`src/rtl/sao_eo_apply_hor.sv`:
```
// Horizontal SAO edge-offset apply stage.
// Keeps a left/centre/right window over one row of samples, classifies the
// centre against its horizontal neighbours, adds the category offset and clips.
//
// state | meaning
// EMPTY | no sample held, waiting for the first sample of a row
// HELD  | centre sample held, waiting for its right neighbour
// FLUSH | row ended, last sample waits for the output register
module sao_eo_apply_hor #(
  parameter int BIT_DEPTH = 8,
  parameter int OFFSET_W  = 4
) (
  input  logic                    clk_i,
  input  logic                    rst_i,
  input  logic                    ofs_load_i,
  input  logic [4*OFFSET_W-1:0]   ofs_in_i,
  input  logic                    sao_en_in_i,
  input  logic                    in_valid_i,
  output logic                    in_ready_o,
  input  logic [BIT_DEPTH-1:0]    in_pix_i,
  input  logic                    in_sol_i,
  input  logic                    in_eol_i,
  output logic                    out_valid_o,
  input  logic                    out_ready_i,
  output logic [BIT_DEPTH-1:0]    out_pix_o,
  output logic                    out_sol_o,
  output logic                    out_eol_o,
  output logic                    err_o
);

  typedef enum logic [1:0] {ST_EMPTY, ST_HELD, ST_FLUSH} state_e;

  state_e                  state_q, state_d;
  logic [4*OFFSET_W-1:0]   ofs_q;
  logic                    sao_en_q;
  logic [BIT_DEPTH-1:0]    l_q, m_q;
  logic                    l_vld_q;
  logic                    first_pend_q;
  logic                    err_q;
  logic                    out_valid_q, out_sol_q, out_eol_q;
  logic [BIT_DEPTH-1:0]    out_pix_q;

  logic                    out_free, in_fire;
  logic                    start_row, shift, flush, proto_err;

  logic                    gt_l, lt_l, gt_r, lt_r;
  logic [2:0]              edge_sum;
  logic [OFFSET_W-1:0]     ofs_sel;
  logic signed [BIT_DEPTH+1:0] sum_wide;
  logic [BIT_DEPTH-1:0]    clipped, filt_pix;

  // State register
  always_ff @(posedge clk_i or posedge rst_i) begin
    if (rst_i) state_q <= ST_EMPTY;
    else       state_q <= state_d;
  end

  // Next-state decode
  always_comb begin
    state_d = state_q;
    if (start_row || shift) state_d = in_eol_i ? ST_FLUSH : ST_HELD;
    if (flush)              state_d = ST_EMPTY;
  end

  // FSM outputs: handshake and per-cycle actions
  always_comb begin
    out_free   = !out_valid_q || out_ready_i;
    in_ready_o = (state_q != ST_FLUSH) && out_free;
    in_fire    = in_valid_i && in_ready_o;
    start_row  = 1'b0;
    shift      = 1'b0;
    flush      = 1'b0;
    proto_err  = 1'b0;
    case (state_q)
      ST_EMPTY: begin
        if (in_fire) begin
          start_row = 1'b1;
          proto_err = !in_sol_i;
        end
      end
      ST_HELD: begin
        if (in_fire) begin
          if (in_sol_i) begin
            // a new row started before the old one ended: drop the held centre
            start_row = 1'b1;
            proto_err = 1'b1;
          end else begin
            shift = 1'b1;
          end
        end
      end
      ST_FLUSH: flush = out_free;
      default: ;
    endcase
  end

  // Edge classification and offset application for the held centre sample
  always_comb begin
    gt_l = m_q > l_q;
    lt_l = m_q < l_q;
    gt_r = m_q > in_pix_i;
    lt_r = m_q < in_pix_i;
    // 3-bit two's complement sum of the two neighbour signs (-2..+2)
    edge_sum = {2'b00, gt_l} - {2'b00, lt_l} + {2'b00, gt_r} - {2'b00, lt_r};
    case (edge_sum)
      3'b110:  ofs_sel = ofs_q[OFFSET_W-1:0];
      3'b111:  ofs_sel = ofs_q[2*OFFSET_W-1:OFFSET_W];
      3'b001:  ofs_sel = ofs_q[3*OFFSET_W-1:2*OFFSET_W];
      3'b010:  ofs_sel = ofs_q[4*OFFSET_W-1:3*OFFSET_W];
      default: ofs_sel = '0;
    endcase
    sum_wide = $signed({2'b00, m_q})
             + $signed({{(BIT_DEPTH+2-OFFSET_W){ofs_sel[OFFSET_W-1]}}, ofs_sel});
    if (sum_wide[BIT_DEPTH+1])    clipped = '0;
    else if (sum_wide[BIT_DEPTH]) clipped = '1;
    else                          clipped = sum_wide[BIT_DEPTH-1:0];
    // the first sample of a row has no left neighbour and passes through
    filt_pix = (sao_en_q && l_vld_q) ? clipped : m_q;
  end

  // Window, configuration and sticky error registers
  always_ff @(posedge clk_i or posedge rst_i) begin
    if (rst_i) begin
      ofs_q        <= '0;
      sao_en_q     <= 1'b0;
      l_q          <= '0;
      m_q          <= '0;
      l_vld_q      <= 1'b0;
      first_pend_q <= 1'b0;
      err_q        <= 1'b0;
    end else begin
      if (ofs_load_i) begin
        ofs_q    <= ofs_in_i;
        sao_en_q <= sao_en_in_i;
      end
      if (proto_err) err_q <= 1'b1;
      if (start_row) begin
        m_q          <= in_pix_i;
        l_vld_q      <= 1'b0;
        first_pend_q <= 1'b1;
      end
      if (shift) begin
        l_q          <= m_q;
        l_vld_q      <= 1'b1;
        m_q          <= in_pix_i;
        first_pend_q <= 1'b0;
      end
      if (flush) begin
        l_vld_q      <= 1'b0;
        first_pend_q <= 1'b0;
      end
    end
  end

  // Output register: loads on shift or flush, holds while stalled
  always_ff @(posedge clk_i or posedge rst_i) begin
    if (rst_i) begin
      out_valid_q <= 1'b0;
      out_pix_q   <= '0;
      out_sol_q   <= 1'b0;
      out_eol_q   <= 1'b0;
    end else if (shift) begin
      out_valid_q <= 1'b1;
      out_pix_q   <= filt_pix;
      out_sol_q   <= first_pend_q;
      out_eol_q   <= 1'b0;
    end else if (flush) begin
      out_valid_q <= 1'b1;
      out_pix_q   <= m_q;
      out_sol_q   <= first_pend_q;
      out_eol_q   <= 1'b1;
    end else if (out_ready_i) begin
      out_valid_q <= 1'b0;
    end
  end

  assign out_valid_o = out_valid_q;
  assign out_pix_o   = out_pix_q;
  assign out_sol_o   = out_sol_q;
  assign out_eol_o   = out_eol_q;
  assign err_o       = err_q;

endmodule

```
`config.mk`:
```
export PLATFORM = sky130hd
export DESIGN_NAME = sao_eo_apply_hor
export DESIGN_NICKNAME = d
export VERILOG_FILES = /design/src/rtl/sao_eo_apply_hor.sv
export SDC_FILE = /design/constraint.sdc
export NUM_CORES = 1
export LEC_CHECK = 0
export ABC_CLOCK_PERIOD_IN_PS = 11200
export CORE_AREA = 8 8 93 103
export DETAILED_ROUTE_END_ITERATION = 8
export DIE_AREA = 0 0 101 111
export SYNTH_ARGS = -nofsm -noshare
export SYNTH_HDL_FRONTEND = slang
export SYNTH_SLANG_ARGS = --single-unit
```
`constraint.sdc`:
```
create_clock -name clk_i -period 11.2 [get_ports clk_i]
set_input_delay 1.68 -clock clk_i [delete_from_list [all_inputs] [get_ports clk_i]]
set_output_delay 1.68 -clock clk_i [all_outputs]
set_load 0.02 [all_outputs]
```
Word level (Yosys, flattened, before mapping)
Cells that the tools add are included.
W data, S select, Z words.
- register bits: 49
- logic and storage cells: 74
- reduce and logical (&&, ||, !) cells: 13
- order comparisons: 4
- add/subtract/negate cells: 4
- muxes and demuxes: 34
- equality and inequality tests: 7
- operator list (cell ; count):
    $mux W8 ; 7
    $mux W1 ; 21
    $gt A8 B8 Y1 ; 2
    $lt A8 B8 Y1 ; 2
    $pmux W4 S4 ; 1
    $add A9 B4 Y10 ; 1
    $eq A3 B3 Y1 const B ; 2
    $mux W2 ; 3
    $reduce_bool A2 Y1 ; 3
    $reduce_bool A3 Y1 ; 2
    $pmux W1 S2 ; 2
    $add A2 B2 Y3 ; 1
    $eq A3 B1 Y1 const B ; 1
    $eq A3 B2 Y1 const B ; 1
    $logic_and A1 B1 Y1 ; 3
    $sub A3 B1 Y3 ; 1
    $eq A2 B1 Y1 const B ; 1
    $eq A2 B2 Y1 const B ; 1
    $logic_not A1 Y1 ; 2
    $logic_not A2 Y1 ; 1
    $logic_or A1 B1 Y1 ; 2
    $ne A2 B2 Y1 const B ; 1
    $sub A1 B1 Y2 ; 1

Logic depth before layout (Yosys ltp)
- word-level depth: 11
- mapped depth: 25

Worst setup path before layout
No wires, ideal clock.
- path type: input -> register
- start: input port in_pix_i[1]
- end: register out_pix_q[0], in the netlist out_pix_o[0]
- data arrival time: 5777 ps
- required time: 11074 ps
- path slack: 5298 ps
- cell stages on the path: 22
- cells stage by stage: inv_1 ha_1 nor2b_1 o211ai_2 a21oi_2 nor2_1 ha_1 inv_1 ha_1 fa_1 and2b_4 a22o_2 a222oi_1 inv_1 ha_1 a21o_1 a21o_1 o31ai_1 nand2_1 o21bai_2 o21bai_1 a21oi_1
- cells in the longest elaborated chain, start to end: 10
- elaborated cells on any way between the ends: 14
- classes of those cells: 3 x add/sub; 2 x order compare; 4 x eq/ne; 5 x mux
- RTL lines (item ; RTL line ; text):
    from (decl) ; 20 ; input logic [BIT_DEPTH-1:0] in_pix_i,
    $gt A8 B8 Y1 ; 101 ; gt_r = m_q > in_pix_i;
    $add A2 B2 Y3 ; 104 ; edge_sum = {2'b00, gt_l} - {2'b00, lt_l} + {2'b00, gt_r} - {2'b00, lt_r};
    $sub A3 B1 Y3 * ; 104 ;
    $eq A3 B2 Y1 (tied with other cells) ; 105 ; case (edge_sum)
    $pmux W4 S4 * ; 105 ;
    $add A9 B4 Y10 * ; 113 ; + $signed({{(BIT_DEPTH+2-OFFSET_W){ofs_sel[OFFSET_W-1]}}, ofs_sel});
    $mux W8 ; 115 ; else if (sum_wide[BIT_DEPTH]) clipped = '1;
    $mux W8 * ; 114 ; if (sum_wide[BIT_DEPTH+1]) clipped = '0;
    $mux W8 * ; 118 ; filt_pix = (sao_en_q && l_vld_q) ? clipped : m_q;
    $mux W8 * ; 162 ; end else if (shift) begin
    to (signal assigned) ; 164 ; out_pix_q <= filt_pix;
    to (signal assigned) ; 169 ; out_pix_q <= m_q;
    to (decl) ; 41 ; logic [BIT_DEPTH-1:0] out_pix_q;
Every way passes the cells marked *; elsewhere a longest branch is shown, timed or not.
A chain may end at the register's enable or synchronous reset.

Final worst setup path
- start: input port in_pix_i[5]
- end: register out_pix_q[4], in the netlist out_pix_o[4]
Same word-level chain as after synthesis.

==> out/summary.txt <==
Initial Utilization -> 0.3903
Max-slew headroom -> 0.3122
Fmax -> 152.4 MHz
DRC violations left -> 0
worst path buffer plus inverter count -> 6
P_int -> 0.6901 mW
CTS tree -> done
Post-synth EDFFs -> 0
final-report max-slew violation count -> 0
worst vdd ir -> 0.1302 mV
hold wc startpoint -> err_o$_DFFE_PP0P_
die height -> 111 µm
Worst setup SP type -> primary input
final setup fails -> 0
largest net degree at the start of global routing -> 50
ranking of synthesized cells by area -> dfrtp_1, mux2_2, ha_1, inv_1, o21ai_0
clock share of power -> 0.091
cell count after synthesis -> 301
n_diodes -> 0
Tcrit/Tclk final -> 0.5860
Seq/Total Area, Yosys -> 0.4013
Post-CTS Hold Fix Bufs -> 0
Critical Path Sink Type -> register
Critical R2R Capture -> out_pix_o[4]$_DFFE_PP0N_
# Post-CTS Setup Buffers -> 0
Final min period -> 6563 ps
Hold Fails Final Rpt -> 0
Crit Path Max Fanout -> 6
Tightest Hold Check Type -> register to register
Vias/cell -> 5.202
Resize count post-CTS -> 0
top_reg_cell synth -> dfrtp_1
Worst Hold Path Cells -> 1
status -> finished clean
CP top delay family -> compound AO/OA/AOI/OAI gates
Worst path max stage delay -> 490 ps
Die ar. -> 11,210 µm²
area leader, netlist -> dfrtp_1
Overall Global Routing Usage -> 0.1266
register clock-pin slew on the reported worst setup and hold paths -> 90 ps
WL per Instance -> 14.61 µm
PwrDens -> 343.8 nW/µm²
CP arrival -> 6790 ps
clock insertion delay at the later pin of the skew report -> 310 ps
synth unique cells -> 55
Yosys reg bits -> 49
Critical Path RT -> 11,420 ps
clk buf depth -> 2
clock sinks -> 49
CP Class -> primary input to register
non-filler cells in the finished layout -> 451
worst path cell trace -> clkdlybuf4s50_1 -> inv_1 -> ha_1 -> a21oi_1 -> o21ai_0 -> nor2_1 -> ha_1 -> inv_1 -> ha_1 -> fa_1 -> and2b_4 -> a22o_2 -> a222oi_1 -> inv_1 -> ha_1 -> inv_1 -> fa_1 -> inv_1 -> a21o_1 -> o31ai_1 -> nand2_1 -> mux2i_4 -> nor2b_1 -> a221oi_2
Syn Std Cell Area -> 3055 µm²
Yosys warning total -> 0
Mean Syn Cell Area -> 10.15 µm²
Final GP Congestion -> 0.7985
Leakage -> 1.625 nW
combinational share of power -> 0.667
number of cells on the critical path -> 24
antenna violations before repair -> 0
port bufs -> 44
final setup TNS -> 0 ps
Synthesized Nets -> 357
number of max-cap violations -> 0
CTS Buf Count -> 5
vias in the first global route -> 2,439
Final Skew -> 6.364 ps
nets -> 398
Clk Tree Root Cell -> clkbuf_8
Slew @ Worst Pin -> 1030 ps
mux cell area share after synthesis -> 0.1134
post-synthesis simple-gate area fraction -> 0.1294
Net Sw Frac -> 0.4562
reg-to-reg startpoint -> m_q[7]$_DFFE_PP0P_
largest family of logic cells by synthesized area -> compound AO/OA/AOI/OAI gates
gr ovfl total -> 0
Chip Width -> 101 µm
R2R depth -> 23
Core ar. -> 7828 µm²
reg-to-reg setup timing slack -> 5830 ps
dpl cells -> 443
Synth Area in Adders -> 0.1032
Detail Route Antenna Nets -> 0
post-synthesis compound-gate area fraction -> 0.1835
Top cell by count, worst path -> inv_1
first-pass GRT wire length -> 11,540 µm
share of the synthesized area in the top cell type -> 0.4013
CP max-delay cell -> clkdlybuf4s50_1
first drt pass iteration count -> 4
via count -> 2,346
Routed WL -> 6587 µm
share of power burned in registers -> 0.242
layout cells sized above 1 -> 0.1778
RSZ-0062 raised after global routing -> false
initial DRC count -> 139
Post-DP HPWL -> 5059 µm
worst hold path endpoint -> err_o$_DFFE_PP0P_
H-tree depth -> 2
XOR/XNOR Fraction of Synth Area -> 0.01433
area added between synthesis and finish -> 20.80%
P_sw -> 0.5789 mW
Rows -> 34
IO Count -> 45
Post-synth ARST share -> 1.000
## final cells by class
cell class                      instances  area (µm²)
Clock buffer                            7       96.34
Fill cell                             777        4136
Clock inverter                          1       5.005
Sequential cell                        49        1226
Multi-Input combinational cell        211        1662
Inverter                               29       111.4
Tap cell                              108       135.1
Timing Repair Buffer                   46       455.4
## placed cells by master (no fill, tap or decap), types with 7 or more instances in the layout
cell type	instances
a21oi_1	16
clkbuf_8	7
clkdlybuf4s50_1	44
dfrtp_1	49
ha_1	22
inv_1	27
mux2_2	27
nand2_1	25
nor2_1	22
nor2b_1	7
o21ai_0	20
## cells by family after synthesis
kind of cell	count (synthesis)
xor+xnor	5
simple gates	76
fa+ha+maj	24
flops	49
mux	30
compound gates	76
buf+inv	41
## power by group through the flow
| stage | logic, mW | registers [mW] | clock network, mW |
|---|---|---|---|
| 3_3_place_gp | 0.841 | 0.311 | 0 |
| 5_1_grt | 0.953 | 0.319 | 0.127 |
| 2_1_floorplan | 0.675 | 0.304 | 0 |
| 6_report | 0.847 | 0.307 | 0.116 |
| 4_1_cts | 0.855 | 0.309 | 0.121 |
| 3_5_place_dp | 0.851 | 0.312 | 0 |
## layer usage
layer | global-route usage | part of all wire | vias up | routed length, µm
met3 | 0.02889 | 0.037 | 9 | 245
met4 | 0.03781 | 0.013 | 0 | 86
met5 | 0 | 0 | - | 0
li1 | - | - | 1154 | -
met2 | 0.2083 | 0.48 | 40 | 3179
met1 | 0.1593 | 0.47 | 1143 | 3076
## flip-flops by register name, summed over array words and instances (netlist names)
| register | flops |
|---|---|
| l_vld_q | 1 |
| sao_en_q | 1 |
| l_q | 8 |
| out_eol_o | 1 |
| out_pix_o | 8 |
| out_sol_o | 1 |
| first_pend_q | 1 |
| out_valid_o | 1 |
| m_q | 8 |
| ofs_q | 16 |
| err_o | 1 |
| state_q | 2 |
## synth_stat cells, types with 2 or more instances
cell      count
clkbuf_1      8
a31oi_1       2
a22o_2        3
a221oi_2      3
a21oi_1      16
a222oi_1      3
nand4_1       4
o31ai_1       3
a21o_1        4
a22o_1        4
o21ai_0      20
xnor2_1       5
and3_1        2
nand2_1      25
mux2_2       27
o221a_2       2
o21bai_1      2
buf_1         2
nor3_1        2
dfrtp_1      49
mux2i_1       2
inv_1        28
nand3b_1      3
nor2b_1       7
a41oi_1       2
ha_1         22
fa_1          2
nor2_1       22
## worst max path at each step
stage                               end   startpoint  slack (ps)
3_5_place_dp   out_pix_o[5]$_DFFE_PP0N_  in_pix_i[5]        4290
4_1_cts        out_pix_o[4]$_DFFE_PP0N_  in_pix_i[5]        4620
3_3_place_gp   out_pix_o[4]$_DFFE_PP0N_  in_pix_i[5]        4390
6_report       out_pix_o[4]$_DFFE_PP0N_  in_pix_i[5]        4640
5_1_grt        out_pix_o[5]$_DFFE_PP0N_  in_pix_i[5]        4210
2_1_floorplan  out_pix_o[0]$_DFFE_PP0N_  in_pix_i[1]        5300
## metrics by stage
step | worst slack [ps] | power [mW] | hold WS (ps) | area, µm² | utilization
floorplan | 5298 | 0.9789 | 449.1 | 3055 | -
global placement | 4395 | 1.153 | 438.2 | 3590 | 0.4586
detailed placement | 4288 | 1.163 | 443.1 | 3590 | 0.4586
CTS | 4623 | 1.285 | 468.1 | 3691 | 0.4715
global route | 4205 | 1.399 | 495.7 | 3691 | 0.4715
finish | 4637 | 1.269 | 459.9 | 3691 | 0.4715
Power figures use the tool's default switching activity.
==> patch 1, RTL diff (same flow settings) <==
Reset style: synchronous (`rst_i`), changed in 3 clocked blocks.
--- a/src/rtl/sao_eo_apply_hor.sv
+++ b/src/rtl/sao_eo_apply_hor.sv
@@ -50,7 +50,7 @@
   logic [BIT_DEPTH-1:0]    clipped, filt_pix;
 
   // State register
-  always_ff @(posedge clk_i or posedge rst_i) begin
+  always_ff @(posedge clk_i) begin
     if (rst_i) state_q <= ST_EMPTY;
     else       state_q <= state_d;
   end
@@ -119,7 +119,7 @@
   end
 
   // Window, configuration and sticky error registers
-  always_ff @(posedge clk_i or posedge rst_i) begin
+  always_ff @(posedge clk_i) begin
     if (rst_i) begin
       ofs_q        <= '0;
       sao_en_q     <= 1'b0;
@@ -153,7 +153,7 @@
   end
 
   // Output register: loads on shift or flush, holds while stalled
-  always_ff @(posedge clk_i or posedge rst_i) begin
+  always_ff @(posedge clk_i) begin
     if (rst_i) begin
       out_valid_q <= 1'b0;
       out_pix_q   <= '0;
Behaviour: differs if rst_i is asserted again (counterexample within 4 cycles, from zero or initial values and one cycle with rst_i high); with rst_i held inactive, the same outputs for 4 cycles.
==> patch 1 against the original RTL <==
Wire length up 5.6%. Sequential share of layout area decreased by 5.3 points. Synthesized area shrank 6.2%. Setup slack worse by 0.12 ns. Cell area is 4.9% lower. Register-to-register slack worse by 0.06 ns. Sequential cell count stayed put.
Power is not compared: it rests on default switching activity, and its combinational part moved more than twofold at a synthesized area within 25%.
==> patch 1: results (changes against the original RTL) <==
| Metric | Value |
|---|---|
| Status | `finished, final reports clean` |
| Clock Pin Slew Worst Setup and Hold Paths | `0.09 ns (about the same)` |
| Post-synth top cells | `nor2_1, dfxtp_1, inv_1, mux2i_1, nand2_1` |
| Total iterations of the first detailed-routing run | `4 (unchanged)` |
| Async set or reset register ratio after synthesis | `0 (-1.00)` |
| Crit path max fanout | `7 (+1)` |
| Hold_sp | `out_sol_o` |
| Via/cell ratio | `5.08 (-2.2%)` |
| Final net count | `430 (+8.0%)` |
| Yosys cell types | `52 (-5.5%)` |
| Hold/Removal Path Class | `flop to flop` |
| Reg with most FFs | `ofs_q` |
| Flop2flop setup slack | `5.77 ns (-0.06 ns)` |
| Max Clock Skew | `0.00598 ns (-0.000388 ns)` |
| Total GRT Usage | `0.131 (+0.00400)` |
| Reg2Reg Depth | `22 (-4.3%)` |
| Hold path depth | `2 (+1)` |
| Vias in the first global route | `2483 (+1.8%)` |
| Post-CTS setup buffers | `0 (unchanged)` |
| Share of the yosys chip area belonging to registers | `0.342 (-0.0591)` |
| WL/cell | `14.4 um (-1.4%)` |
| Worst vdd ir | `69.0 uV` |
| Gpl congestion | `0.844 (+5.7%)` |
| Synthesized Nets | `393 (+10%)` |
| Initial drt markers | `152 (+9.4%)` |
| Initial antenna violation count | `0 (unchanged)` |
| Layout cells sized above 1 | `0.0667 (-0.111)` |
| Post_cts resized | `0 (unchanged)` |
| Main flop type after synthesis | `dfxtp_1` |
| Clock latency on the worst-skew pair | `0.30 ns` |
| # fillers | `810 (+4.2%)` |
| First-pass GRT wire length | `12.0 mm (+4.1%)` |
| WHS Endpoint | `out_sol_o` |
| R2r endpoint | `out_pix_o[1]` |
| M3 GR Usage | `0.0377 (+0.00879)` |
| Post-DP HPWL | `5.16 mm (+1.9%)` |
| Largest net degree at the start of global routing | `47 (-6.0%)` |
| Slew @ Worst Pin | `0.978 ns (-0.0518 ns)` |
| Critical path's top delay family | `compound AO/OA/AOI/OAI gates` |
| Final hold slack | `0.460 ns (+0.000586 ns)` |
| GR Layer Usage met2 | `0.203 (-0.00575)` |
| Post-layout min period | `6.69 ns (+0.124 ns)` |
| Met1 Usage GRT | `0.163 (+0.00417)` |
| H-tree lvl count | `2 (unchanged)` |
| Setup slack at placement | `4.22 ns (-0.0720 ns)` |
| CP arrival | `6.91 ns (+0.12 ns)` |
| Area contributors post-synth | `dfxtp_1, ha_1, mux2i_1, nor2_1, a21oi_1` |
| RR Startpoint | `m_q[6]` |
-- patch 1: changes by cell type after synthesis, moves of 4 or more --
cell      unedited run  this run
a211oi_1             0         4
nor2_1              22        57
dfrtp_1             49         0
mux2_2              27         0
dfxtp_1              0        49
a21oi_1             16        24
mux2i_1              2        27
o21ai_1              0         8
clkbuf_1             8        13
nor3_1               2        10
o21ai_0             20         5
-- patch 1: power groups by stage --
stage	combinational, mW	clock, mW	sequential, mW
CTS	0.138	0.136	0.198
global route	0.154	0.143	0.200
finish	0.137	0.133	0.198
global placement	0.137	0	0.202
detailed placement	0.137	0	0.202
floorplan	0.0933	0	0.202
-- patch 1: worst max path at each step --
| stage | to | startpoint | cells past startpoint |
|---|---|---|---|
| 6_report | out_pix_o[1] | in_pix_i[1] | 24 |
| 5_1_grt | out_pix_o[1] | in_pix_i[1] | 24 |
| 4_1_cts | out_pix_o[1] | in_pix_i[1] | 24 |
| 3_5_place_dp | out_pix_o[1] | in_pix_i[1] | 24 |
| 3_3_place_gp | out_pix_o[2] | in_pix_i[1] | 24 |
| 2_1_floorplan | out_pix_o[2] | in_pix_i[1] | 23 |
-- patch 1: logic make-up after synthesis --
family,Yosys count,synth area share
AOI/OAI and AO/OA,73,0.185
xor gates and xnor gates,4,0.0122
adders and majority gates,24,0.110
buffers and inverters,43,0.0585
DFF,49,0.342
muxes,27,0.0943
and+or+nand+nor,117,0.198
-- patch 1: layout make-up --
cell class,instances,area share
Sequential cell,49,0.280
Tap cell,108,0.0385
Clock inverter,1,0.00856
Multi-Input combinational cell,245,0.490
Timing Repair Buffer,45,0.128
Inverter,28,0.0314
Clock buffer,7,0.0246
-- patch 1: through the flow --
step / std cells / area, um^2 / power [mW]
2_1_floorplan: 337 / 2870 / 0.295
3_3_place_gp: 475 / 3390 / 0.339
3_5_place_dp: 475 / 3390 / 0.340
4_1_cts: 483 / 3510 / 0.473
5_1_grt: 483 / 3510 / 0.498
6_report: 483 / 3510 / 0.468
-- patch 1: per-layer routing --
layer / vias up / part of all wire
met5: - / 0
li1: 1245 / -
met3: 12 / 0.060
met4: 0 / 0.025
met1: 1136 / 0.47
met2: 63 / 0.44
-- patch 1: worst reg2reg max path: stages (launching register included) --
cell	delay, ns
dfxtp_1	0.64
ha_1	0.23
nand4_1	0.15
a21oi_2	0.22
nor2_1	0.09
nor3_1	0.26
ha_1	0.28
inv_1	0.06
ha_1	0.15
fa_1	0.45
nor2b_1	0.19
a22o_1	0.24
a222oi_1	0.44
inv_1	0.09
ha_1	0.29
a211oi_1	0.06
nor2_1	0.30
nand2_1	0.14
a21oi_1	0.18
o21ai_1	0.15
a31oi_4	0.28
a21bo_1	0.24
a211oi_1	0.23
==> patch 2, RTL diff (same flow settings) <==
Made on the original files. `BIT_DEPTH`: 8 -> 4.
--- a/src/rtl/sao_eo_apply_hor.sv
+++ b/src/rtl/sao_eo_apply_hor.sv
@@ -7,7 +7,7 @@
 // HELD  | centre sample held, waiting for its right neighbour
 // FLUSH | row ended, last sample waits for the output register
 module sao_eo_apply_hor #(
-  parameter int BIT_DEPTH = 8,
+  parameter int BIT_DEPTH = 4,
   parameter int OFFSET_W  = 4
 ) (
   input  logic                    clk_i,
Interface: changed (resized in_pix_i and out_pix_o); port bits go from 45 to 37. The function was not compared with the original's and may differ.
==> patch 2 against the original RTL <==
Cell area fell by 28%. Synthesized cell count fell by 36%. First-iteration DRC count fell by 60%. Setup slack improved by 0.62 ns. Clock skew rose by 0.0037 ns. Sequential cell count fell by 12. Synthesized area fell by 33%. Wire length fell by 32%. Total power fell by 31%. Critical path type unchanged. Fmax rose by 11%. Critical endpoint is now out_pix_o[3].
==> patch 2: results (changes against the original RTL) <==
| Metric | Value |
|---|---|
| Status | `finished, final reports clean` |
| Vias in the first global route | `1654 (-32%)` |
| Reg2Reg Depth | `21 (-8.7%)` |
| Largest net degree at the start of global routing | `38 (-24%)` |
| Yosys cell types | `39 (-29%)` |
| Initial drt markers | `55 (-60%)` |
| Design area | `2650 um^2 (-28%)` |
| Synthesized Nets | `239 (-33%)` |
| Worst vdd ir | `126 uV (-3.2%)` |
| Clock buffers | `7 (unchanged)` |
| CP arrival | `6.11 ns (-0.68 ns)` |
| # port buffers | `36 (-18%)` |
| Share of the yosys chip area belonging to registers | `0.452 (+0.0505)` |
| R2r endpoint | `out_pix_o[3]` |
| Avg Cell Area, Syn | `10.6 um^2 (+4.1%)` |
| Placement Cell Area | `2540 um^2 (-29%)` |
| Final hold slack | `0.458 ns (-0.00162 ns)` |
| Post-synth top cells | `dfrtp_1, inv_1, mux2_2` |
| Critical path's top delay family | `adder cells` |
| Number of synthesis warnings | `0 (unchanged)` |
| Number of flip-flops in the largest register | `16 (unchanged)` |
| Area contributors post-synth | `dfrtp_1, mux2_2, ha_1, inv_1, a21oi_1` |
| Slowest CP cell | `fa_1` |
| Lkg Pwr | `1.18 nW (-27%)` |
| Fin cells | `343 (-24%)` |
| Setup slack at placement | `4.98 ns (+0.690 ns)` |
| Met2 Routed Length | `2.01 mm (-37%)` |
| Metal3 WL | `280 um (+14%)` |
| Final net count | `279 (-30%)` |
| Multi-Input Combinational | `132 (-37%)` |
| Via/cell ratio | `4.41 (-15%)` |
| Clock latency on the worst-skew pair | `0.29 ns (-0.02 ns)` |
| Layout cells sized above 1 | `0.162 (-0.0161)` |
| Inverters | `21 (-28%)` |
| WL met1 | `2.15 mm (-30%)` |
| Gpl congestion | `0.794 (-0.63%)` |
| Seq area share | `0.349 (+0.0167)` |
| Multi-input logic portion of the cell area | `0.388 (-0.0621)` |
| RR Startpoint | `m_q[2]` |
| Data buffer area share | `0.139 (+0.0152)` |
| Largest stage delay on the critical path | `0.51 ns (+0.02 ns)` |
| Slew @ Worst Pin | `0.733 ns (-0.297 ns)` |
| Post-DP HPWL | `3.52 mm (-30%)` |
| WL/cell | `13.1 um (-10%)` |
| Switch Pwr | `369 uW (-36%)` |
| Clock Pin Slew Worst Setup and Hold Paths | `0.07 ns (-0.02 ns)` |
| Max Clock Skew | `0.0101 ns (+0.00372 ns)` |
| Crit path max fanout | `4 (-2)` |
| Clock-cell share | `0.0438 (+0.0164)` |
| Flop2flop setup slack | `6.62 ns (+0.79 ns)` |
| Total GRT Usage | `0.0868 (-0.0398)` |
| FF+latch count | `37 (-24%)` |
| First-pass GRT wire length | `7.71 mm (-33%)` |
| # fillers | `836 (+7.6%)` |
| Repair and plain buffers | `37 (-20%)` |
-- patch 2: cell types whose count changed after synthesis, sizes merged, moves of 4 or more --
cell,before,now
a21o,5,1
buf,4,0
clkbuf,8,4
dfrtp,49,37
ha,22,15
inv,29,21
mux2,27,19
nand2,25,15
nand4,4,0
nor2,22,13
nor2b,8,3
o21ai,20,12
-- patch 2: power groups by stage --
| stage | logic (mW) | clock network [mW] | registers [mW] |
|---|---|---|---|
| 2_1_floorplan | 0.414 | 0 | 0.211 |
| 3_3_place_gp | 0.542 | 0 | 0.206 |
| 3_5_place_dp | 0.554 | 0 | 0.206 |
| 4_1_cts | 0.557 | 0.123 | 0.204 |
| 5_1_grt | 0.624 | 0.129 | 0.209 |
| 6_report | 0.549 | 0.119 | 0.203 |
-- patch 2: how the worst max path moves through the flow --
stage                            from            to  slack, ns  cells after the start
final                     in_pix_i[1]  out_pix_o[3]       5.26                     22
after global routing      in_pix_i[1]  out_pix_o[3]       4.85                     22
after CTS                 in_pix_i[1]  out_pix_o[3]       5.26                     22
after detailed placement  in_pix_i[1]  out_pix_o[3]       4.98                     22
after global placement    in_pix_i[1]  out_pix_o[3]       5.06                     22
after floorplan           in_pix_i[1]  out_pix_o[3]       5.77                     21
-- patch 2: per-layer routing --
metal  up-vias  GRT usage
met5         -          0
met4         0     0.0318
met3         6     0.0308
met2        39      0.136
met1       720      0.106
li1        747          -
-- patch 2: kinds of logic (layout without fill, tap and decap cells) --
kind of cell | Yosys count | in the layout | share of synthesized area
xor+xnor | 4 | 4 | 0.0208
simple gates | 48 | 48 | 0.120
fa+ha+maj | 17 | 17 | 0.111
compound gates | 43 | 43 | 0.142
buf+inv | 25 | 66 | 0.0458
flops | 37 | 37 | 0.452
mux | 20 | 20 | 0.109
